===== config.mk =====
export PLATFORM = sky130hd
export DESIGN_NAME = instruction_fetch_unit
export DESIGN_NICKNAME = d
export VERILOG_FILES = /design/src/rtl/fetch_pkg.sv /design/src/rtl/fetch_queue.sv /design/src/rtl/instruction_fetch_unit.sv
export SDC_FILE = /design/constraint.sdc
export NUM_CORES = 1
export LEC_CHECK = 0
export ABC_AREA = 0
export BUFFER_PORTS_ARGS = -buffer_cell sky130_fd_sc_hd__buf_2
export CORE_ASPECT_RATIO = 0.6
export CORE_MARGIN = 1
export CORE_UTILIZATION = 25
export DETAILED_ROUTE_END_ITERATION = 6
export GPL_TIMING_DRIVEN = 1
export PLACE_DENSITY = 0.48
export SKIP_LAST_GASP = 1
export SLEW_MARGIN = 25
export SYNTH_ARGS = -nofsm -noshare
export SYNTH_HDL_FRONTEND = slang
export SYNTH_HIERARCHICAL = 1
export SYNTH_SLANG_ARGS = --single-unit

===== constraint.sdc =====
create_clock -name clk -period 5.2 [get_ports clk]
set_input_delay 1.04 -clock clk [delete_from_list [all_inputs] [get_ports clk]]
set_output_delay 1.04 -clock clk [all_outputs]
set_load 0.01 [all_outputs]

===== src/rtl/fetch_pkg.sv =====
// Shared fetch-path types: PC increment and the {pc, instr} queue entry layout.
package fetch_pkg;
  localparam int FETCH_BITS = 32;
  localparam int PC_STEP    = 4;

  typedef struct packed {
    logic [FETCH_BITS-1:0] pc;
    logic [FETCH_BITS-1:0] instr;
  } fetch_entry_t;
endpackage


===== src/rtl/fetch_queue.sv =====
// DEPTH-entry synchronous FIFO for fetched {pc, instr} pairs; flush beats push and pop.
module fetch_queue
  import fetch_pkg::*;
#(
  parameter int  DEPTH   = 2,
  parameter type entry_t = fetch_entry_t,
  localparam int AW      = $clog2(DEPTH),
  localparam int CW      = AW + 1
) (
  input  logic          clk,
  input  logic          reset,
  input  logic          i_flush,
  input  logic          i_push,
  input  entry_t        i_push_data,
  input  logic          i_pop,
  output entry_t        o_head,
  output logic          o_valid,
  output logic [CW-1:0] o_count
);
  entry_t          r_mem [DEPTH];
  logic [AW-1:0]   r_rd_ptr, r_wr_ptr;
  logic [CW-1:0]   r_count;
  logic            w_push, w_pop;

  assign w_push = i_push && !i_flush;
  assign w_pop  = i_pop && !i_flush && (r_count != '0);

  always_ff @(posedge clk) begin
    if (reset || i_flush) begin
      r_rd_ptr <= '0;
      r_wr_ptr <= '0;
      r_count  <= '0;
    end else begin
      if (w_push) r_wr_ptr <= r_wr_ptr + AW'(1);
      if (w_pop)  r_rd_ptr <= r_rd_ptr + AW'(1);
      r_count <= r_count + CW'(w_push) - CW'(w_pop);
    end
  end

  // Storage needs no reset: the count alone decides what is visible.
  always_ff @(posedge clk) begin
    if (w_push && !reset) r_mem[r_wr_ptr] <= i_push_data;
  end

  assign o_head  = r_mem[r_rd_ptr];
  assign o_valid = (r_count != '0);
  assign o_count = r_count;
endmodule


===== src/rtl/instruction_fetch_unit.sv =====
// PC holder and instruction-memory initiator feeding decode through a credit-limited queue.
// Optional misaligned-redirect trap enabled by defining FETCH_MISALIGN_TRAP_EN.
module instruction_fetch_unit
  import fetch_pkg::*;
#(
  parameter int           BITS     = 32,
  parameter logic [BITS-1:0] RESET_PC = '0,
  parameter int           DEPTH    = 2
) (
  input  logic            clk,
  input  logic            reset,
  output logic [BITS-1:0] mem_address,
  input  logic [BITS-1:0] mem_instruction,
  input  logic            redirect_valid,
  input  logic [BITS-1:0] redirect_pc,
  output logic            instr_valid,
  input  logic            instr_ready,
  output logic [BITS-1:0] instr_data,
  output logic [BITS-1:0] instr_pc,
  output logic            fetch_fault
);
  localparam int CW = $clog2(DEPTH) + 1;

  // Same layout as fetch_entry_t, sized by this instance's BITS.
  typedef struct packed {
    logic [BITS-1:0] pc;
    logic [BITS-1:0] instr;
  } entry_t;

  logic [BITS-1:0] r_pc, r_inflight_pc, w_redir_pc;
  logic            r_inflight;
  logic            w_pop, w_issue, w_flush, w_fault, w_q_valid;
  logic [CW-1:0]   w_count;
  logic [CW:0]     w_occ;
  entry_t          w_head, w_push_data;

`ifdef FETCH_MISALIGN_TRAP_EN
  logic r_fault;
  always_ff @(posedge clk) begin
    if (reset)               r_fault <= 1'b0;
    else if (redirect_valid) r_fault <= |redirect_pc[1:0];
  end
  assign w_redir_pc = redirect_pc;
  assign w_fault    = r_fault;
`else
  assign w_redir_pc = redirect_pc & ~BITS'(3);
  assign w_fault    = 1'b0;
`endif

  assign w_pop   = w_q_valid && instr_ready;
  assign w_flush = reset || redirect_valid;
  // Credits: queued + in-flight, less what leaves this cycle, must leave room for the return.
  assign w_occ   = {1'b0, w_count} + (CW+1)'(r_inflight) - (CW+1)'(w_pop);
  assign w_issue = !reset && !redirect_valid && !w_fault && (w_occ < (CW+1)'(DEPTH));

  always_ff @(posedge clk) begin
    if (reset) begin
      r_pc          <= RESET_PC;
      r_inflight    <= 1'b0;
      r_inflight_pc <= '0;
    end else if (redirect_valid) begin
      r_pc       <= w_redir_pc;
      r_inflight <= 1'b0;
    end else if (w_issue) begin
      r_pc          <= r_pc + BITS'(PC_STEP);
      r_inflight    <= 1'b1;
      r_inflight_pc <= r_pc;
    end else begin
      r_inflight <= 1'b0;
    end
  end

  assign w_push_data = '{pc: r_inflight_pc, instr: mem_instruction};

  fetch_queue #(.DEPTH(DEPTH), .entry_t(entry_t)) u_queue (
    .clk         (clk),
    .reset       (reset),
    .i_flush     (w_flush),
    .i_push      (r_inflight),
    .i_push_data (w_push_data),
    .i_pop       (w_pop),
    .o_head      (w_head),
    .o_valid     (w_q_valid),
    .o_count     (w_count)
  );

  assign mem_address = r_pc;
  assign instr_valid = w_q_valid;
  assign instr_data  = w_q_valid ? w_head.instr : '0;
  assign instr_pc    = w_q_valid ? w_head.pc    : '0;
  assign fetch_fault = w_fault;
endmodule


==> flow_summary.yaml <==
finish:
  fin_nets: 889
  drive_gt1_share_pct: 32.8
  final_area_um2: 10100
  antenna_cells: 0
  syn2layout_area_growth_pct: 22.4
  stdcell_count: 1254
worst_setup_path:
  worst-setup-path-type: "in -> reg"
  arrival_ns: 4.03
  path_max_fanout: 9
  slowest_stage: "or4_1"
  crit_path_max_incr_delay_ns: 0.60
  cp.required_ns: 5.57
  cp_top_family: "simple AND/OR/NAND/NOR gates"
  path_buf_inv: 2
  worstPathCellList: "buf_2 -> and2_1 -> ha_1 -> nand2b_1 -> fa_1 -> buf_4 -> nor3b_2 -> nand4_1 -> or4_1 -> a31oi_1"
  critPathCaptureType: "flip-flop"
  crit_path_start_kind: "input port"
outcome:
  status: "complete, no violations"
sta:
  fin_tns_setup_ns: 0
  skew_ns: 0.00979
  maxSlewViolCount: 0
  hold_viol: 0
  worst_pin_slew_ns: 1.01
  max_freq_ghz: 0.273
  period_needed_ns: 3.67
  rsz0062_at_grt: "false"
  min_period_over_period_pct: 70.5
  maxSlewHeadroom_pct: 32.7
  finalSetupViolations: 0
floorplanning:
  ios: 166
  die_x_um: 236
  start_util_pct: 25.4
  rows: 51
  dieArea_um2: 33700
  dieHeight_um: 143
  coreArea_um2: 32400
power:
  ir_drop_mv: 0.203
  combPwrFrac_pct: 4.6
  clockPowerShare_pct: 41.6
  seqPwrFrac_pct: 53.8
  swShare_pct: 22.9
  p_sw_mw: 0.724
  power.internal_mw: 2.44
  leakage_nw: 3.80
  cellPowerDensity_nw_per_um2: 314
clock_tree:
  cts_buffers: 17
  cts_resized: 0
  clockRootBuffer: "clkbuf_16"
  post_cts_buffers: 0
  htree_levels: 4
  cts_tree: "built"
  cts.sinks: 194
  clk_path_buf_depth: 2
  hold_buffers: 0
  clock_latency_ns: 0.44
  cts.clk_slew.worst_paths_ns: 0.07
routing:
  drcViolationCount: 0
  wl_per_cell_um: 17.4
  avgViaCountPerCell: 4.62
  drt-total-wl_mm: 21.8
  initialDrtViolationCount: 416
  detail-route-antenna-nets: 0
  drt_pass1_iterations: 5
  via_count: 5788
synth:
  synth_top_cell_area_share_pct: 46.7
  synthArstFlopShare_pct: 0
  synth_area_leaders: "edfxtp_1, dfxtp_1, mux2_2"
  synthFlopType: "edfxtp_1"
  synth-seq-cells: 194
  synth_largest_area_cell: "edfxtp_1"
  yosysUniqueCellTypes: 55
  yosys_warnings: 6
  synth_area_per_cell_um2: 12.4
  syn-cell-area_um2: 8240
  synth-seq-area-share_pct: 62.7
  synthCells: 667
  synth_edf_count: 128
grt:
  grtUsageMet3_pct: 4.08
  grt_pass1_vias: 5385
  met1_usage_pct: 18.7
  grt_max_degree: 66
  grt.overflow.total: 0
  use_met2_pct: 18.9
  antenna_found_initial: 0
  grt_pass1_wl_mm: 32.7
  grt_usage_pct: 13.1
  grt_most_used_layer: "met2"
flow_run:
  drv_cap: 0
placement:
  placed_area_um2: 9440
  gp_congestion: 0.803
  dpl.cell_count: 1220
  dp_hpwl_mm: 14.3
  io_buffers: 160
hold_path:
  hp-class: "reg -> reg"
-- logic make-up after synthesis --
logic type / synth area share, %
AOI/OAI and AO/OA: 7.12
xor gates and xnor gates: 1.28
adders and majority gates: 0.699
buffers and inverters: 3.13
DFF: 62.7
muxes: 8.87
other: 0.0455
and+or+nand+nor: 16.2
-- flip-flops by register name (all words and copies together) (netlist names), named ones only --
| register | cells |
|---|---|
| u_queue/r_mem | 128 |
| mem_address | 30 |
| r_inflight_pc | 30 |
| u_queue/o_count | 2 |
| r_inflight | 1 |
| u_queue/r_rd_ptr | 1 |
| u_queue/r_wr_ptr | 1 |
-- Yosys cell counts (9+ instances only) --
cell type / count
clkbuf_1: 27
edfxtp_1: 128
dfxtp_1: 66
nor2_1: 18
a21oi_1: 31
and2_1: 68
nand2_1: 83
buf_4: 10
mux2_2: 64
nand4_1: 13
inv_1: 10
nand3_1: 17
or4_1: 15
a31oi_1: 9
-- through the flow --
step	worst slack, ns	power (mW)	hold WS, ns	utilization (%)
floorplan	0.135	1.80	0.425	-
global route	1.41	3.29	0.468	31.1
finish	1.53	3.17	0.457	31.1
detailed placement	1.12	1.89	0.441	29.1
global placement	1.15	1.88	0.441	29.1
CTS	1.59	3.23	0.454	30.9
-- cells in the final DEF (no fill, tap or decap), types with 3 or more instances in the layout --
master	netlist	routed
xor2_1	6	6
nor2_1	18	17
edfxtp_1	128	128
and4_1	3	3
dfxtp_1	66	65
o311ai_0	6	6
buf_4	10	7
a211oi_1	6	6
o21ai_0	4	4
o221ai_1	4	4
ha_1	3	3
a21oi_1	31	31
nand2_1	83	83
nor3_1	8	8
o211ai_1	4	4
o31ai_1	3	3
buf_2	3	160
clkbuf_16	0	19
clkinv_1	1	4
xnor2_1	6	6
or3_1	6	6
a31oi_1	9	9
and3_1	6	5
nand3_1	17	17
conb_1	1	7
inv_1	10	10
and2_1	68	68
a22oi_1	5	5
nand4_1	13	13
mux2_2	64	64
or4_1	15	15
a311oi_1	4	4
-- power groups by stage --
stage               combinational, mW  clock, mW  sequential [mW]
CTS                             0.148       1.37             1.70
detailed placement              0.147          0             1.74
floorplan                      0.0716          0             1.73
finish                          0.146       1.32             1.71
global route                    0.161       1.42             1.71
global placement                0.145          0             1.74
-- area by class of cell --
| cell class | count | area [um^2] |
|---|---|---|
| fill | 3357 | 22300 |
| sequential | 194 | 5170 |
| multi-input combinational | 424 | 2850 |
| timing repair buffer | 169 | 908 |
| tap | 424 | 531 |
| clock buffer | 21 | 483 |
| clock inverter | 11 | 97.6 |
| inverter | 11 | 41.3 |
-- layer usage --
layer,share of wire (%),vias to the layer above
met2,43,175
met5,0,-
met4,0.73,0
li1,-,2757
met3,6.5,13
met1,50,2843
-- final timing paths --
check	from	depth (start not counted)	to	slack, ns
max	instr_ready	10	mem_address[23]	1.53
min	r_inflight_pc[9]	0	u_queue/r_mem[1][41]	0.46
min reg2reg	r_inflight_pc[9]	0	u_queue/r_mem[1][41]	0.46
max reg2reg	u_queue/o_count[1]	10	mem_address[23]	1.56
Note: power is estimated with default switching activity, not from simulation.
